### config.mk
export PLATFORM = sky130hd
export DESIGN_NAME = vga_pixel_pipe
export DESIGN_NICKNAME = d
export VERILOG_FILES = /design/src/rtl/vga_pixel_pipe.sv
export SDC_FILE = /design/constraint.sdc
export NUM_CORES = 1
export LEC_CHECK = 0
export CAP_MARGIN = 5
export CORE_ASPECT_RATIO = 0.8
export CORE_UTILIZATION = 29
export DETAILED_ROUTE_END_ITERATION = 8
export PLACE_DENSITY = 0.75
export SLEW_MARGIN = 20
export SYNTH_ARGS = -nofsm -noshare
export SYNTH_HDL_FRONTEND = slang
export SYNTH_SLANG_ARGS = --single-unit
### constraint.sdc
create_clock -name Clk -period 1.27 [get_ports Clk]
set_clock_uncertainty 0.15 [all_clocks]
set_input_delay 0.1905 -clock Clk [delete_from_list [all_inputs] [get_ports Clk]]
set_output_delay 0.1905 -clock Clk [all_outputs]
set_load 0.01 [all_outputs]
### src/rtl/vga_pixel_pipe.sv
// ---------------------------------------------------------------------------
// vga_pixel_pipe
//   Stage between the SRAM frame reader and the VGA DAC pins. Each SRAM word
//   holds two 8-bit pixel indices. This block picks the byte for the current
//   pixel, maps the index to 24-bit RGB through a palette, and delays
//   HS/VS/BLANK_N by the same 3 clocks so sync stays pixel-aligned.
//
//   Optional feature macro: PALETTE_WRITE_EN
//     defined   : palette is a writable 256x24 register array (pal_* ports)
//     undefined : fixed 3-3-2 index decode; pal_* ports are ignored
//
// Ports
//   Clk, Reset          pixel clock, synchronous active-high reset
//   DrawX, FramePtr     pixel column and scroll offset (only bit 0 matters)
//   VGA_HS_in/VS_in     active-low syncs from the timing generator
//   BLANK_N_in          1 = active video
//   SRAM_Data           registered SRAM word, valid one clock after DrawX
//   pal_we/addr/data    palette write port (PALETTE_WRITE_EN only)
//   VGA_R/G/B           registered pixel colour
//   VGA_HS/VS/BLANK_N   sync and blank, delayed 3 clocks
//   pix_index           palette index of the pixel currently on VGA_R/G/B
// ---------------------------------------------------------------------------
module vga_pixel_pipe #(
    parameter bit          BYTE_ORDER = 1'b0,
    parameter logic [23:0] BLANK_RGB  = 24'h000000
) (
    input  logic        Clk,
    input  logic        Reset,
    input  logic [9:0]  DrawX,
    input  logic [12:0] FramePtr,
    input  logic        VGA_HS_in,
    input  logic        VGA_VS_in,
    input  logic        BLANK_N_in,
    input  logic [15:0] SRAM_Data,
    input  logic        pal_we,
    input  logic [7:0]  pal_addr,
    input  logic [23:0] pal_data,
    output logic [7:0]  VGA_R,
    output logic [7:0]  VGA_G,
    output logic [7:0]  VGA_B,
    output logic        VGA_HS,
    output logic        VGA_VS,
    output logic        VGA_BLANK_N,
    output logic [7:0]  pix_index
);

    // Stage A
    logic        sel_a_q, sel_a_d;
    logic        valid_a_q;          // 0 while the pipe refills after reset
    // Stage B
    logic [7:0]  idx_b_q, idx_b_d;
    // Stage C (output registers)
    logic [23:0] rgb_c_q, rgb_c_d;
    logic [7:0]  idx_c_q;
    // Sync/blank shift registers: bit 0 = stage A, bit 2 = stage C
    logic [2:0]  hs_q, vs_q, bl_q;

    logic [23:0] pal_rgb;

`ifdef PALETTE_WRITE_EN
    logic [23:0] pal_q [256];

    // NOTE: the palette is storage, not control state; it is deliberately
    // left out of reset so contents survive a pipeline reset and the array
    // maps onto plain RAM/register cells without a reset network.
    always_ff @(posedge Clk) begin
        if (pal_we) begin
            pal_q[pal_addr] <= pal_data;
        end
    end

    // Read before the edge: a same-edge write to this index shows up only
    // for the next pixel.
    assign pal_rgb = pal_q[idx_b_q];

    logic unused_inputs;
    assign unused_inputs = ^{DrawX[9:1], FramePtr[12:1]};
`else
    // 3-3-2 decode, idx = RRRGGGBB; replicate bits to fill 8-bit channels.
    assign pal_rgb = {idx_b_q[7:5], idx_b_q[7:5], idx_b_q[7:6],
                      idx_b_q[4:2], idx_b_q[4:2], idx_b_q[4:3],
                      {4{idx_b_q[1:0]}}};

    logic unused_inputs;
    assign unused_inputs = ^{pal_we, pal_addr, pal_data,
                             DrawX[9:1], FramePtr[12:1]};
`endif

    // NOTE: every always_comb output gets an unconditional assignment first,
    // so no path can leave it unassigned and infer a latch.
    always_comb begin
        sel_a_d = 1'b0;
        idx_b_d = 8'h00;
        rgb_c_d = BLANK_RGB;

        // DrawY*4114 is even, so only the low bits of DrawX and FramePtr
        // decide which byte of the word holds this pixel.
        sel_a_d = DrawX[0] ^ FramePtr[0] ^ BYTE_ORDER;

        // Until stage A holds a real pixel, keep the index at its reset value.
        if (valid_a_q) begin
            idx_b_d = sel_a_q ? SRAM_Data[15:8] : SRAM_Data[7:0];
        end

        // Blanking gates colour only; the index still flows to pix_index.
        if (bl_q[1]) begin
            rgb_c_d = pal_rgb;
        end
    end

    // NOTE: sequential state uses non-blocking assignments so every register
    // samples pre-edge values and the stages shift together.
    always_ff @(posedge Clk) begin
        if (Reset) begin
            sel_a_q   <= 1'b0;
            valid_a_q <= 1'b0;
            idx_b_q   <= 8'h00;
            rgb_c_q   <= BLANK_RGB;
            idx_c_q   <= 8'h00;
            hs_q      <= 3'b111;
            vs_q      <= 3'b111;
            bl_q      <= 3'b000;
        end else begin
            sel_a_q   <= sel_a_d;
            valid_a_q <= 1'b1;
            idx_b_q   <= idx_b_d;
            rgb_c_q   <= rgb_c_d;
            idx_c_q   <= idx_b_q;
            hs_q      <= {hs_q[1:0], VGA_HS_in};
            vs_q      <= {vs_q[1:0], VGA_VS_in};
            bl_q      <= {bl_q[1:0], BLANK_N_in};
        end
    end

    assign VGA_R       = rgb_c_q[23:16];
    assign VGA_G       = rgb_c_q[15:8];
    assign VGA_B       = rgb_c_q[7:0];
    assign VGA_HS      = hs_q[2];
    assign VGA_VS      = vs_q[2];
    assign VGA_BLANK_N = bl_q[2];
    assign pix_index   = idx_c_q;

endmodule

# Yosys cells after proc, flatten, opt, wreduce, memory -nomap -nowiden
# Index checks and enable logic that the tools add are counted.
# classes
n_mux,2
n_reduce_logical,2
bitwise,3
# op_table
cell,n
$mux 8,1
$reduce_or 2->1,2
$not 1->1,2
$mux 1,1
$xor 1x1->1,1
# totals
register_bits,51

# Depth between registers and ports, before layout
# depth
word_depth,2
depth_mapped,4
depth_no_buf,2

# Least setup slack after synthesis
# Ideal clock, no wire load.
# synth_path
path_type,reg-to-reg
start,reg sel_a_q
end,reg idx_b_q[5]
path_buffers,1
required_time_ps,1005
setup_slack_ps,252
setup_time_ps,115
stages_incl_launch_ff,4
arrival_time_ps,753
synth_period_minus_slack_ps,1018
cell_sequence,dfxtp_1 > buf_2 > mux2i_1 > nor2_2
# synth_via
elab_chain_len,1
# synth_rtl
element,line,source
start: declaration,48,"logic sel_a_q, sel_a_d;"
start signal: assignment,124,sel_a_q <= sel_a_d;
$mux 8,102,idx_b_d = sel_a_q ? SRAM_Data[15:8] : SRAM_Data[7:0];
end signal: assignment,126,idx_b_q <= idx_b_d;
end: declaration,51,"logic [7:0] idx_b_q, idx_b_d;"
# No other way between the ends.
# A chain may end at the register's enable or synchronous reset.

==> run summary <==
* -0.129 ns — setup slack at placement
* 9.59 um — average wire per cell in the routed design
* 4 — maximum fanout encountered on the critical timing path
* 1220 mW/mm2 — power per cell area
* 0.27 ns — insertion delay to the later sink of the worst-skew pair
* 1980 um — overall routed net length
* 73.1 um — Die Width
* 0.89 ns — endpoint arrival time on the critical path
* 2 — level count of the clock H-tree
* 12 — pin count of the biggest net entering global routing
* 702 um2 — total area of sequential cells
* 0 — final number of hold-violating endpoints
* finished clean — outcome
* 0 — quantity of hold-fixing buffers added after cts
* 59.8% — area share of the largest cell type after synthesis
* 303 um2 — area used by multi-input combinational logic
* 57 — IO buf count
* 11.6 um2 — syn_area_per_cell
* 20 — row cnt
* dlygate4sd2_1 — cells along the critical path
* 0 — global route overflow
* 0.455 mV — worst vdd ir
* yes — CTS tree
* dfxtp_1, buf_4, mux2i_1 — synth top area cells
* 14 — unique cell type count in the Yosys netlist
* 3110 um — wire length of the first global-routing pass
* 10.6% — share of post-route cells with drive strength above 1
* dfxtp_1 — Yosys top cell by area
* 0 — number of nets with antenna violations after detailed routing
* 356 — number of fill cells in the layout
* 21 — initial drt markers
* 0 — number of failing setup endpoints in the final timing report
* 0.00383 mm2 — placeable core area
* 0.06 ns — clock-pin slew reported for the worst setup and hold paths after clock tree synthesis
* 1 — number of cells traversed by the worst hold path
* 746 — via count
* true — RSZ-0062 raised after global routing
* 0.26 ns — setup slack on the worst flop-to-flop path
* 0 — final routed DRC violation total
* dfxtp_1 — crit path max-delay cell type
* 0 — number of antenna violations at the first check in global routing
* 0.35 ns — Max stage delay on crit path
* flop to flop — worst min-delay path class
* 206 — final cell count without fillers
* 811 MHz — maximum clock rate
* 0.166 ns — measured slew at the worst slew-check pin
* hs_q[1] — WHS Endpoint
* 59.8% — proportion of synthesized chip area in sequential cells
* sel_a_q — launch instance of the worst register-to-register path
* 1610 um — detailed-placement wirelength estimate
* 1.23 ns — clock period minus final worst setup slack
* 3.62 — average vias per placed instance
* flop to output pin — critical path class
* 97.1% — Final Cycle Share
* 0 — final max-slew violation count
* 0.93 ns — Worst EP required
* idx_b_q[5] — Crit Reg-Reg Endpoint
* 0 — final antenna diode count
* 30.6% — starting density of the core
* 227 — number of nets in the layout
* 731 — via count of the first global-routing pass
* 0 — count of maximum capacitance violations
* flop — CP Launch Type
* 35 — post-synthesis sequential element count
* 0 — number of warning messages in the yosys log
* clkbuf_8 — Root Buffer
* hs_q[0] — worst hold path startpoint
* 198 — # placed instances
* 2 — number of iterations in the first detailed-routing pass
* 0 ns — setup TNS
* 35 — Clock Sinks
* 1 — number of buffers and inverters on the critical path
* 101 — synthesized netlist cell count
* flip-flops — dominant delay contributor by cell family on the critical path
* 178 — Post-Synthesis Net Count
* 58.8 um — overall die height
* 0.0364 ns — Worst Slack Setup Final
* 10.2% — total routing resource utilization after global routing
* 3 — cells on worst reg2reg path
* 112 — IO Count
* 5 — number of buffers created by CTS
* 0.00117 mm2 — Syn Std Cell Area
* 51.9% — Area growth, synth to finish
* 0.663 — final weighted congestion in routability-driven placement
* 88.6% — Max transition margin
* 0.820 nW — static power due to leakage
* 0.00430 mm2 — DIE AREA
* output pin — element type at the critical path end
* 2 — maximum clock path buffer count
## cell usage in the layout, fill, tap and decap left out, drive strengths merged
master / Yosys / layout
nor2: 9 / 9
and2b: 6 / 6
nor2b: 5 / 5
clkdlybuf4s15: 0 / 14
dlygate4sd2: 0 / 21
nand2b: 1 / 1
dfxtp: 35 / 35
clkbuf: 0 / 8
or2: 6 / 6
and2: 8 / 8
xnor2: 1 / 1
mux2i: 8 / 8
inv: 1 / 1
clkdlybuf4s50: 0 / 22
buf: 21 / 6
## worst register-to-register path: stages, from the launching register on
cell and delay (ns):
dfxtp_1 0.35, buf_12 0.14, mux2i_1 0.22, nor2_2 0.05
## stage by stage
step / total power, mW / instance area (um2) / util [%] / hold WS (ns)
after floorplan: 1.26 / 1170 / - / 0.138
after global placement: 1.37 / 1700 / 44.5 / 0.239
after detailed placement: 1.37 / 1700 / 44.5 / 0.241
after CTS: 2.20 / 1760 / 46.0 / 0.257
after global routing: 2.27 / 1780 / 46.5 / 0.263
final: 2.17 / 1780 / 46.5 / 0.254
## sequential cells by signal, indices dropped and copies added (netlist names)
register and flops:
bl_q 3, rgb_c_q 8, vs_q 3, sel_a_q 1, pix_index 8, hs_q 3
valid_a_q 1, idx_b_q 8
## worst max-delay path by stage
stage | from | to | slack [ns] | depth (start not counted)
4_1_cts | rgb_c_q[7] | VGA_B[1] | 0.007 | 1
5_1_grt | rgb_c_q[6] | VGA_B[6] | -0.03 | 1
6_report | rgb_c_q[6] | VGA_B[4] | 0.04 | 1
2_1_floorplan | sel_a_q | idx_b_q[5] | 0.25 | 3
3_5_place_dp | Reset | rgb_c_q[13] | -0.13 | 4
3_3_place_gp | Reset | rgb_c_q[22] | -0.10 | 4
## layer usage
layer | wire length (um) | vias to the layer above | GRT usage [%]
li1 | - | 387 | -
met5 | 0 | - | 0
met1 | 739 | 323 | 9.28
met3 | 154 | 2 | 4.97
met4 | 14 | 0 | 5.88
met2 | 1070 | 34 | 18.5
## Yosys cell counts
master,n
dfxtp_1,35
buf_4,16
and2_1,8
mux2i_1,8
nor2_1,8
and2b_1,6
or2_1,6
nor2b_1,5
buf_6,3
buf_2,2
inv_1,1
nand2b_4,1
nor2_2,1
xnor2_1,1
## power breakdown
part           switching [mW]  internal, mW
sequential             0.0118          1.14
combinational          0.0618         0.126
clock                   0.341         0.494
## repair_timing
item                       in CTS  in global routing
buffers inserted                0                  0
gates resized for setup        36                 14
setup endpoints to repair      35                 18
## cell type report
type | instances | area share [%]
flip-flops and latches | 35 | 39.5
repair buffers | 63 | 33.8
multi-input cells | 44 | 17.0
clock buffers | 8 | 5.63
well taps | 55 | 3.87
inverters | 1 | 0.211
## logic make-up after synthesis
family                    Yosys count  synth area share [%]
xor gates and xnor gates            1                 0.748
buffers and inverters              22                  14.3
DFF                                35                  59.8
muxes                               8                  6.84
and+or+nand+nor                    35                  18.3
No activity file was read; power rests on OpenSTA's default activity.
